<file path="config.mk">
export PLATFORM = sky130hd
export DESIGN_NAME = mire_writer
export DESIGN_NICKNAME = d
export VERILOG_FILES = /design/src/rtl/mire_pkg.sv /design/src/rtl/mire_pattern_gen.sv /design/src/rtl/mire_writer.sv
export SDC_FILE = /design/constraint.sdc
export NUM_CORES = 1
export LEC_CHECK = 0
export BUFFER_PORTS_ARGS = -buffer_cell sky130_fd_sc_hd__buf_4
export CAP_MARGIN = 20
export CORE_MARGIN = 2
export CORE_UTILIZATION = 56
export CTS_CLUSTER_SIZE = 25
export DETAILED_ROUTE_END_ITERATION = 10
export PLACE_DENSITY = 0.8
export SLEW_MARGIN = 20
export SYNTH_ARGS = -nofsm -noshare
export SYNTH_HDL_FRONTEND = slang
export SYNTH_HIERARCHICAL = 1
export SYNTH_SLANG_ARGS = --single-unit
</file>
<file path="constraint.sdc">
create_clock -name sys_clk -period 3.78 [get_ports sys_clk]
set_clock_uncertainty 0.1 [all_clocks]
set_input_delay 0 -clock sys_clk [delete_from_list [all_inputs] [get_ports sys_clk]]
set_output_delay 0 -clock sys_clk [all_outputs]
set_load 0.02 [all_outputs]
</file>
<file path="src/rtl/mire_pkg.sv">
`default_nettype none
// ============================================================================
// Module      : mire_pkg
// Description : Shared types and pattern codes for the mire test-pattern
//               frame-buffer writer.
// Revision    : 1.0 - initial release
// ============================================================================
package mire_pkg;

  // One frame-buffer word: {pad, R, G, B}
  typedef struct packed {
    logic [7:0] pad;
    logic [7:0] r;
    logic [7:0] g;
    logic [7:0] b;
  } pixel_t;

  // Writer sequencer states
  typedef enum logic [1:0] {
    IDLE  = 2'd0,
    WRITE = 2'd1,
    YIELD = 2'd2,
    DONE  = 2'd3
  } state_t;

  // Pattern select codes
  localparam logic [1:0] PAT_SOLID = 2'd0;
  localparam logic [1:0] PAT_BARS  = 2'd1;
  localparam logic [1:0] PAT_GRID  = 2'd2;
  localparam logic [1:0] PAT_GRAD  = 2'd3;

  // Expand a single colour-enable bit to a full 8-bit channel
  function automatic logic [7:0] full_or_zero(input logic on);
    return on ? 8'hFF : 8'h00;
  endfunction

endpackage
`default_nettype wire

</file>
<file path="src/rtl/mire_pattern_gen.sv">
`default_nettype none
// ============================================================================
// Module      : mire_pattern_gen
// Description : Combinational pixel colour generator. Maps a pixel position
//               and pattern code onto a {pad,R,G,B} word.
// Revision    : 1.0 - initial release
// ============================================================================
module mire_pattern_gen import mire_pkg::*; #(
  parameter int XW = 10,
  parameter int YW = 9
) (
  input  logic [XW-1:0] x,
  input  logic [YW-1:0] y,
  input  logic [1:0]    pat,
  output pixel_t        pix
);

  // Coordinates are widened to at least 8 bits so that narrow frames still
  // yield well-defined bar and gradient bits (missing high bits read as 0).
  localparam int XE = (XW > 8) ? XW : 8;
  localparam int YE = (YW > 8) ? YW : 8;

  logic [XE-1:0] xe;
  logic [YE-1:0] ye;
  logic          grid_on;
  logic          unused_hi;

  assign xe        = XE'(x);
  assign ye        = YE'(y);
  assign grid_on   = (xe[3:0] == 4'h0) || (ye[3:0] == 4'h0);
  assign unused_hi = ^{xe, ye};

  // Colour selection for the current pattern
  always_comb begin
    pix     = '0;
    pix.pad = 8'h00;
    case (pat)
      PAT_SOLID: begin
        pix.r = 8'hFF;
        pix.g = 8'hFF;
        pix.b = 8'hFF;
      end
      PAT_BARS: begin
        pix.r = full_or_zero(xe[6]);
        pix.g = full_or_zero(xe[5]);
        pix.b = full_or_zero(xe[4]);
      end
      PAT_GRID: begin
        pix.r = full_or_zero(grid_on);
        pix.g = full_or_zero(grid_on);
        pix.b = full_or_zero(grid_on);
      end
      default: begin
        pix.r = xe[7:0];
        pix.g = ye[7:0];
        pix.b = 8'h00;
      end
    endcase
  end

endmodule
`default_nettype wire

</file>
<file path="src/rtl/mire_writer.sv">
`default_nettype none
// ============================================================================
// Module      : mire_writer
// Description : Wishbone classic write master that paints one full test
//               pattern frame into the SDRAM frame buffer per start request.
//               Optional macro MIRE_YIELD_EN releases the bus for one cycle
//               after every YIELD_LEN accepted writes.
// Revision    : 1.0 - initial release
// ============================================================================
module mire_writer import mire_pkg::*; #(
  parameter int          HDISP     = 800,
  parameter int          VDISP     = 480,
  parameter logic [31:0] BASE_ADR  = 32'h0000_0000,
  parameter int          YIELD_LEN = 64
) (
  input  logic        sys_clk,
  input  logic        sys_rst,
  input  logic        start,
  input  logic [1:0]  pat_sel,
  output logic        busy,
  output logic        done,
  output logic        err_flag,
  output logic        wb_cyc,
  output logic        wb_stb,
  output logic        wb_we,
  output logic [31:0] wb_adr,
  output logic [31:0] wb_dat_ms,
  output logic [3:0]  wb_sel,
  output logic [2:0]  wb_cti,
  output logic [1:0]  wb_bte,
  input  logic        wb_ack,
  input  logic        wb_err,
  input  logic        wb_rty
);

  localparam int            XW     = $clog2(HDISP);
  localparam int            YW     = $clog2(VDISP);
  localparam logic [XW-1:0] X_LAST = XW'(HDISP - 1);
  localparam logic [YW-1:0] Y_LAST = YW'(VDISP - 1);
  localparam logic [XW-1:0] X_ONE  = XW'(1);
  localparam logic [YW-1:0] Y_ONE  = YW'(1);

`ifdef MIRE_YIELD_EN
  localparam int            KW     = $clog2(YIELD_LEN);
  localparam logic [KW-1:0] K_LAST = KW'(YIELD_LEN - 1);
  localparam logic [KW-1:0] K_ONE  = KW'(1);
  logic [KW-1:0] yld_q, yld_d;
`else
  localparam int unused_yield_len = YIELD_LEN;
`endif

  state_t        state_q, state_d;
  logic [XW-1:0] x_q, x_d;
  logic [YW-1:0] y_q, y_d;
  logic [1:0]    pat_q, pat_d;
  logic [31:0]   adr_q, adr_d;
  pixel_t        dat_q, dat_d;
  pixel_t        pix_next;
  logic          cyc_q, cyc_d;
  logic          stb_q, stb_d;
  logic          we_q, we_d;
  logic          busy_q, busy_d;
  logic          done_q, done_d;
  logic          err_q, err_d;
  logic          load_pix;
  logic          last_pix;

  assign last_pix = (x_q == X_LAST) && (y_q == Y_LAST);

  // Colour of the pixel the next bus beat will carry
  mire_pattern_gen #(
    .XW (XW),
    .YW (YW)
  ) u_pattern (
    .x   (x_d),
    .y   (y_d),
    .pat (pat_d),
    .pix (pix_next)
  );

  // Sequencer next-state, pixel counters and Wishbone controls
  always_comb begin
    state_d  = state_q;
    x_d      = x_q;
    y_d      = y_q;
    pat_d    = pat_q;
    adr_d    = adr_q;
    cyc_d    = cyc_q;
    stb_d    = stb_q;
    we_d     = we_q;
    done_d   = 1'b0;
    err_d    = err_q;
    load_pix = 1'b0;
`ifdef MIRE_YIELD_EN
    yld_d    = yld_q;
`endif
    case (state_q)
      IDLE: begin
        cyc_d = 1'b0;
        stb_d = 1'b0;
        we_d  = 1'b0;
        if (start) begin
          pat_d    = pat_sel;
          err_d    = 1'b0;
          x_d      = '0;
          y_d      = '0;
          adr_d    = BASE_ADR;
          load_pix = 1'b1;
`ifdef MIRE_YIELD_EN
          yld_d    = '0;
`endif
          state_d  = WRITE;
        end
      end
      WRITE: begin
        // The first WRITE cycle only raises the strobe; responses count
        // only while a beat is actually presented.
        cyc_d = 1'b1;
        stb_d = 1'b1;
        we_d  = 1'b1;
        if (stb_q) begin
          if (wb_err) begin
            err_d   = 1'b1;
            cyc_d   = 1'b0;
            stb_d   = 1'b0;
            we_d    = 1'b0;
            done_d  = 1'b1;
            state_d = DONE;
          end else if (wb_rty) begin
            // Beat refused: hold address and data, strobe stays up
            state_d = WRITE;
          end else if (wb_ack) begin
            adr_d    = adr_q + 32'd4;
            load_pix = 1'b1;
            if (last_pix) begin
              x_d     = '0;
              y_d     = '0;
              cyc_d   = 1'b0;
              stb_d   = 1'b0;
              we_d    = 1'b0;
              done_d  = 1'b1;
              state_d = DONE;
            end else begin
              if (x_q == X_LAST) begin
                x_d = '0;
                y_d = y_q + Y_ONE;
              end else begin
                x_d = x_q + X_ONE;
              end
`ifdef MIRE_YIELD_EN
              if (yld_q == K_LAST) begin
                yld_d   = '0;
                cyc_d   = 1'b0;
                stb_d   = 1'b0;
                we_d    = 1'b0;
                state_d = YIELD;
              end else begin
                yld_d = yld_q + K_ONE;
              end
`endif
            end
          end
        end
      end
`ifdef MIRE_YIELD_EN
      YIELD: begin
        cyc_d   = 1'b1;
        stb_d   = 1'b1;
        we_d    = 1'b1;
        state_d = WRITE;
      end
`endif
      DONE: begin
        cyc_d   = 1'b0;
        stb_d   = 1'b0;
        we_d    = 1'b0;
        state_d = IDLE;
      end
      default: begin
        cyc_d   = 1'b0;
        stb_d   = 1'b0;
        we_d    = 1'b0;
        state_d = IDLE;
      end
    endcase
    busy_d = (state_d != IDLE);
  end

  // Write data advances together with the address on an accepted beat
  always_comb begin
    dat_d = load_pix ? pix_next : dat_q;
  end

  // State and output registers, asynchronously cleared
  always_ff @(posedge sys_clk or posedge sys_rst) begin
    if (sys_rst) begin
      state_q <= IDLE;
      x_q     <= '0;
      y_q     <= '0;
      pat_q   <= PAT_SOLID;
      adr_q   <= BASE_ADR;
      dat_q   <= '0;
      cyc_q   <= 1'b0;
      stb_q   <= 1'b0;
      we_q    <= 1'b0;
      busy_q  <= 1'b0;
      done_q  <= 1'b0;
      err_q   <= 1'b0;
`ifdef MIRE_YIELD_EN
      yld_q   <= '0;
`endif
    end else begin
      state_q <= state_d;
      x_q     <= x_d;
      y_q     <= y_d;
      pat_q   <= pat_d;
      adr_q   <= adr_d;
      dat_q   <= dat_d;
      cyc_q   <= cyc_d;
      stb_q   <= stb_d;
      we_q    <= we_d;
      busy_q  <= busy_d;
      done_q  <= done_d;
      err_q   <= err_d;
`ifdef MIRE_YIELD_EN
      yld_q   <= yld_d;
`endif
    end
  end

  assign busy      = busy_q;
  assign done      = done_q;
  assign err_flag  = err_q;
  assign wb_cyc    = cyc_q;
  assign wb_stb    = stb_q;
  assign wb_we     = we_q;
  assign wb_adr    = adr_q;
  assign wb_dat_ms = dat_q;
  assign wb_sel    = stb_q ? 4'hF : 4'h0;
  assign wb_cti    = 3'b000;
  assign wb_bte    = 2'b00;

endmodule
`default_nettype wire
</file>
==> summary.md, run 1 <==
| Metric | Value |
|---|---|
| Status | finished, final reports clean |
| Adder-Cell Fraction of Synth Area | 0.00802 |
| Routed WL per cell | 16.4 µm |
| Fmax | 302 MHz |
| Async set-reset flop share out of synthesis | 1.00 |
| Initial DRT Pass Iterations | 4 |
| Final setup fails | 0 |
| Post-route DRC | 0 |
| Hold Crit Start | wb_ack |
| Total clock sinks | 89 |
| Fin crit share | 0.875 |
| Num CTS Buffers | 9 |
| CTS tree | yes |
| Initial Utilization | 0.572 |
| # IOs | 87 |
| Mapped Area | 0.00468 mm² |
| Final WL | 10600 µm |
| Gate count after technology mapping | 465 |
| H-tree Lvls | 3 |
| Seq cells post-synth | 89 |
| Postcts setup bufs | 0 |
| Pwr Density | 656 mW/mm² |
| Vias after detailed routing | 3729 |
| Max-Slew Margin vs Limit | 0.465 |
| Flop-to-flop setup slack | 0.47 ns |
| Mux cell area share after synthesis | 0.0842 |
| Yosys warns | 6 |
| Top_reg_cell synth | dfrtp_1 |
| Type of destination of the critical path | flop |
| Met1 usage | 0.322 |
| Tmin final | 3.31 ns |
| Syn avg cell area | 10.1 µm² |
| Pins Over Slew Limit | 0 |
| CP startpoint | x_q[0] |
| Gr usage total | 0.244 |
| Die Ht | 95.4 µm |
| Fin util | 0.674 |
| GRT met3 Usage | 0.0443 |
| Worst-path cell chain | ha_1 > nand4_1 > nor4_1 > and2_1 > o21ai_0 > nor4_4 > a2bb2oi_1 > mux2_2 |
| 1st-iter DRT viols | 339 |
| Peak VDD IR | 0.498 mV |
| Unique masters post-synth | 55 |
| Post-synth EDFFs | 0 |
| Synth Area in Compound Gates | 0.129 |
| Setup CP Type | reg2reg |
| Multi-input gate area | 0.00218 mm² |
| Count of input and output buffers | 79 |
| # resized after CTS | 0 |
| Top Usage Layer GRT | met2 |
| Xor and xnor area share after synthesis | 0.0393 |
| Row count | 33 |
| Area delta synth->final | 17.8% |
| Largest family of logic cells by synthesized area | simple AND/OR/NAND/NOR gates |
| RSZ-0062 raised after global routing | false |
| HP Class | in2reg |
| RePlAce Congestion | 0.892 |
| Synth top cells by count | dfrtp_1 (89), nand2_1 (47), nor2_1 (39) |
| Sequential fraction of the synthesis area | 0.476 |
| Leading post-synthesis cells by cell area | dfrtp_1 (48%), mux2_2 (8.4%), buf_4 (4.7%) |
| Hold Buf Count CTS | 5 |
| Initial antenna violation count | 0 |
| Register area | 0.00223 mm² |
| Layout cells sized above 1 | 0.299 |
| Die X | 95.4 µm |
| Die area | 0.00910 mm² |
| Crit-path slowest cell | a2bb2oi_1 |
| Largest net degree at the start of global routing | 60 |
| CP startpoint kind | flop |
| Clock Tree Buf Depth | 2 |
| DPL Wire Length | 7580 µm |
| Pleak | 2.41 nW |
| Clock root cell | clkbuf_8 |
| Vias in the first global route | 3633 |
| Top-count cell post-synth | dfrtp_1 |
| Cell taking the most area after synthesis | dfrtp_1 |
| Setup TNS | 0 ns |
| Max FO, Critical Path | 8 |
| First-pass GRT wire length | 17400 µm |
| Via density | 5.76 |
| # diodes | 0 |
| Grt ovf | 0 |
| Critical path arrival | 3.51 ns |
| Post-synth top area share | 0.476 |
| Reg clk slew, reported paths | 0.10 ns |
| Worst-margin pin slew | 0.796 ns |
| Hold Violations, Final | 0 |
| Fill count | 663 |
| CP required | 3.98 ns |
| Final antenna-violating net count | 0 |
| Clk_lat worst skew | 0.36 ns |
| Simple-gate portion of the synthesized area | 0.190 |
| Core footprint | 0.00818 mm² |
| Met2 usage | 0.411 |
| CP max stage delay | 0.58 ns |
| Reg2reg start | x_q[0] |
| Final Net Count | 548 |
| Max-Cap Viols | 0 |
==> routing by layer <==
layer | share of wire | vias to the layer above
met5 | 0 | -
met4 | 0.010 | 0
met3 | 0.055 | 10
met2 | 0.50 | 108
met1 | 0.44 | 1846
li1 | - | 1765
==> cells by family (layout without fill, tap and decap cells) <==
logic type,count (synthesis),count (layout)
buffers and inverters,57,121
other,2,15
adders and majority gates,3,3
xor gates and xnor gates,21,21
and+or+nand+nor,167,167
muxes,35,35
AOI/OAI and AO/OA,91,91
DFF,89,89
==> through the flow <==
| step | hold slack (ns) | instance area (µm²) | std cells | total power [W] | setup WS [ns] |
|---|---|---|---|---|---|
| 3_3_place_gp | 0.151 | 5250 | 626 | 0.00288 | 0.672 |
| 3_5_place_dp | 0.175 | 5250 | 626 | 0.00294 | 0.477 |
| 4_1_cts | 0.0112 | 5510 | 647 | 0.00364 | 0.460 |
| 5_1_grt | 0.0444 | 5510 | 647 | 0.00382 | 0.0392 |
| 6_report | 0.0288 | 5510 | 647 | 0.00362 | 0.474 |
| 2_1_floorplan | 0.0644 | 4730 | 478 | 0.00244 | 0.632 |
==> sequential cells by signal (all words and copies together) (netlist names) <==
name,flops
wb_dat_ms,32
wb_adr,30
x_q,10
y_q,9
pat_q,2
state_q,2
busy,1
done,1
err_flag,1
wb_we,1
==> placed cells by master, fill, tap and decap left out, types with 10 or more instances in the layout <==
master and instances:
nand4_1 11, nand3_1 11, xnor2_1 18, conb_1 15
buf_4 89, mux2_2 35, inv_1 10, nor2_1 39
nor3_1 10, a21oi_1 25, a21oi_2 10, nor4_1 11
o21ai_0 26, dfrtp_1 89, nand2_1 47
==> path summary, 6_finish.rpt <==
kind,to,depth (start not counted)
max in group asynchronous,x_q[5],4
worst min-delay path,x_q[9],3
min in group asynchronous,wb_dat_ms[10],3
worst max register to register,wb_dat_ms[3],8
worst min register to register,wb_dat_ms[28],1
worst max-delay path,wb_dat_ms[3],8
==> report_power, final <==
| part | total [W] | switching [W] | internal (W) | leakage, nW |
|---|---|---|---|---|
| registers | 0.00134 | 0.000155 | 0.00119 | 1.15 |
| clock network | 0.000687 | 0.000370 | 0.000318 | 0.107 |
| logic | 0.00158 | 0.000895 | 0.000689 | 1.15 |
| total | 0.00362 | 0.00142 | 0.00220 | 2.41 |
==> area by class of cell <==
class,instances,share of cell area
sequential,89,0.404
multi-input combinational,332,0.396
timing repair buffer,94,0.130
tap,105,0.0238
clock buffer,9,0.0225
clock inverter,7,0.0148
inverter,11,0.00795
==> worst max-delay path: cells and delay by family, from the launching register on <==
family                   cells  cell delay [ns]
AO/OA/AOI/OAI                2             0.84
adder cells (fa/ha/maj)      1             0.23
flip-flops                   1             0.41
multiplexers                 1             0.28
AND/OR/NAND/NOR              4             1.39
Note: power is estimated with default switching activity, not from simulation.
==> inputs of run 2 (changes only) <==
- CORE_UTILIZATION: 56 -> 55
- PLACE_DENSITY: 0.8 -> 0.81
- SYNTH_HIERARCHICAL: 1 -> not set
==> summary.md, run 2 <==
| Metric | Value |
|---|---|
| HP Class | in2reg (unchanged) |
| Peak VDD IR | 0.412 mV (was 0.498 mV) |
| Top-count cell post-synth | dfrtp_1 (unchanged) |
| Fmax | 361 MHz (was 302 MHz) |
| Via density | 5.87 (was 5.76) |
| Switch share | 0.400 (was 0.393) |
| Worst-margin pin slew | 0.919 ns (was 0.796 ns) |
| Top_reg_cell synth | dfrtp_1 (unchanged) |
| Mapped Area | 0.00400 mm² (was 0.00468 mm²) |
| Synth top cells by count | dfrtp_1 (74), nand2_1 (43), nor2_1 (43) (was dfrtp_1 (89), nand2_1 (47), nor2_1 (39)) |
| Routed WL per cell | 16.2 µm (was 16.4 µm) |
| Row count | 31 (was 33) |
| Final WL | 9410 µm (was 10600 µm) |
| CTS tree | yes (unchanged) |
| Post-route DRC | 0 (unchanged) |
| Post-synth EDFFs | 0 (unchanged) |
| Hold Path Stages | 5 (was 3) |
| DPL Wire Length | 6710 µm (was 7580 µm) |
| Logic pwr share | 0.426 (was 0.438) |
| Yosys warns | 0 (was 6) |
| Pre-CTS setup slack | 1.08 ns (was 0.477 ns) |
| Status | finished, final reports clean (unchanged) |
| Fill count | 574 (was 663) |
| Total clock sinks | 74 (was 89) |
| Type of destination of the critical path | flop (unchanged) |
| RePlAce Congestion | 0.924 (was 0.892) |
| # diodes | 0 (unchanged) |
| Die Ht | 89.2 µm (was 95.4 µm) |
| Post-synth top area share | 0.464 (was 0.476) |
| Commonest non-fill, non-tap cells in the layout | buf_4 (76), dfrtp_1 (74), nand2_1 (43), nor2_1 (43), o21ai_0 (20) (was dfrtp_1 (89), buf_4 (89), nand2_1 (47)) |
| Vias in the first global route | 3124 (was 3633) |
| Seq pwr share | 0.360 (was 0.372) |
| Pins Over Slew Limit | 0 (unchanged) |
| Leading post-synthesis cells by cell area | dfrtp_1 (46%), buf_4 (5.3%), xor2_1 (4.2%) (was dfrtp_1 (48%), mux2_2 (8.4%), buf_4 (4.7%)) |
| 1st-iter DRT viols | 234 (was 339) |
| Area delta synth->final | 18.7% (was 17.8%) |
| Tmin final | 2.77 ns (was 3.31 ns) |
| RSZ-0062 raised after global routing | false (unchanged) |
| Postcts setup bufs | 0 (unchanged) |
| Reg clk slew, reported paths | 0.08 ns (was 0.10 ns) |
| Clock power share | 0.215 (was 0.190) |
| Hold Violations, Final | 0 (unchanged) |
| Setup CP Type | reg2reg (unchanged) |
| FF-to-FF path depth | 7 (was 8) |
| Pleak | 2.24 nW (was 2.41 nW) |
| Max-Slew Margin vs Limit | 0.386 (was 0.465) |
| Max FO, Critical Path | 11 (was 8) |
| Core footprint | 0.00714 mm² (was 0.00818 mm²) |
| Cell taking the most area after synthesis | dfrtp_1 (unchanged) |
| Grt ovf | 0 (unchanged) |
| Pwr Density | 649 mW/mm² (was 656 mW/mm²) |
| Setup TNS | 0 ns (unchanged) |
| Initial DRT Pass Iterations | 6 (was 4) |
| Count of input and output buffers | 71 (was 79) |
| Clk_lat worst skew | 0.36 ns (about the same) |
| # IOs | 87 (unchanged) |
| Gate count after technology mapping | 415 (was 465) |
| CP startpoint kind | flop (unchanged) |
| Max-Cap Viols | 0 (unchanged) |
| Clock Tree Buf Depth | 2 (unchanged) |
| Layout cells sized above 1 | 0.228 (was 0.299) |
| Internal power | 0.00185 W (was 0.00220 W) |
| Sequential fraction of the synthesis area | 0.464 (was 0.476) |
| Initial Utilization | 0.560 (was 0.572) |
| Syn avg cell area | 9.63 µm² (was 10.1 µm²) |
| Fin crit share | 0.732 (was 0.875) |
| Die area | 0.00796 mm² (was 0.00910 mm²) |
| First-pass GRT wire length | 14800 µm (was 17400 µm) |
| Final Net Count | 491 (was 548) |
| Die X | 89.2 µm (was 95.4 µm) |
| Net Sw Power | 0.00123 W (was 0.00142 W) |
| Final setup fails | 0 (unchanged) |
| Clock root cell | clkbuf_8 (unchanged) |
| Unique masters post-synth | 62 (was 55) |
| Final worst slack | 1.01 ns (was 0.474 ns) |
| H-tree Lvls | 3 (unchanged) |
| CP required | 3.97 ns (was 3.98 ns) |
| Seq cells post-synth | 74 (was 89) |
| Vias after detailed routing | 3418 (was 3729) |
| Largest register FFs | 30 (was 32) |
| Critical path arrival | 2.96 ns (was 3.51 ns) |
| Initial antenna violation count | 0 (unchanged) |
| Fin util | 0.664 (was 0.674) |
| Final antenna-violating net count | 0 (unchanged) |
| Largest net degree at the start of global routing | 45 (was 60) |
| Num CTS Buffers | 9 (unchanged) |
| Gr usage total | 0.246 (was 0.244) |
| Async set-reset flop share out of synthesis | 1.00 (unchanged) |
| Commonest non-fill, non-tap cell in the layout | buf_4 |
-- run 2: cell count changes after synthesis, sizes merged, moves of 8 or more --
cell,delta
a221o,+12
dfrtp,-15
xnor2,-12
a21oi,-21
xor2,+16
nand3,+8
nor4,-8
mux2,-33
-- run 2: path summary, 6_finish.rpt --
| check | start | end | slack, ns |
|---|---|---|---|
| min in group asynchronous | sys_rst | err_flag | 0.31 |
| worst min-delay path | wb_rty | x_q[6] | 0.1 |
| max in group asynchronous | sys_rst | wb_dat_ms[20] | 2.34 |
| worst max register to register | wb_we | wb_dat_ms[11] | 1.01 |
| worst max-delay path | wb_we | wb_dat_ms[11] | 1.01 |
| worst min register to register | wb_dat_ms[22] | wb_dat_ms[22] | 0.39 |
-- run 2: layout make-up --
cell class,count,area (µm²),share of cell area
clock inverters,5,81.3,0.0172
inverters,11,41.3,0.00871
well taps,99,124,0.0261
flip-flops and latches,74,1850,0.391
repair buffers,81,621,0.131
multi-input cells,303,1900,0.400
clock buffers,9,124,0.0261
-- run 2: routing by layer --
layer  global-route usage  vias up  routed length [µm]
met2                0.393      149                4470
met1                0.326     1683                4130
met5                    0        -                   0
met3               0.0526       24                 574
li1                     -     1562                   -
met4                0.104        0                 236
-- run 2: through the flow --
| step | cell area [µm²] | hold WS (ns) | power [W] | std cells |
|---|---|---|---|---|
| after CTS | 4740 | 0.0796 | 0.00307 | 582 |
| after global placement | 4490 | 0.163 | 0.00238 | 563 |
| after detailed placement | 4490 | 0.163 | 0.00241 | 563 |
| after floorplan | 4050 | 0.0327 | 0.00201 | 429 |
| after global routing | 4740 | 0.145 | 0.00322 | 582 |
| final | 4740 | 0.0959 | 0.00308 | 582 |
-- run 2: cells by family after synthesis --
group / Yosys count / synth area share
other cells: 1 / 0.000939
fa+ha+maj: 3 / 0.00940
simple gates: 174 / 0.236
xor+xnor: 25 / 0.0548
mux: 5 / 0.0132
compound gates: 81 / 0.146
flops: 74 / 0.464
buf+inv: 52 / 0.0770
-- run 2: power by group through the flow --
stage / Combinational [W] / Sequential (W) / Clock (W)
floorplan: 0.000764 / 0.00124 / 0
global placement: 0.00127 / 0.00111 / 0
detailed placement: 0.00130 / 0.00112 / 0
CTS: 0.00130 / 0.00110 / 0.000666
global route: 0.00140 / 0.00113 / 0.000697
finish: 0.00131 / 0.00111 / 0.000660
-- run 2: worst max-delay path: stages (launching register included) --
cell       delay [ns]
dfrtp_1          0.54
nand4bb_2        0.26
nor4_4           0.56
a21oi_1          0.19
o32ai_1          0.50
a32oi_1          0.22
o21ai_2          0.18
a221o_1          0.16
-- run 2: what timing repair did --
item / 4_1_cts / 5_1_grt
hold buffers: 5 / 0
setup endpoints to repair: 0 / 0
hold endpoints to repair: 50 / 0
gates resized for setup: 0 / 0
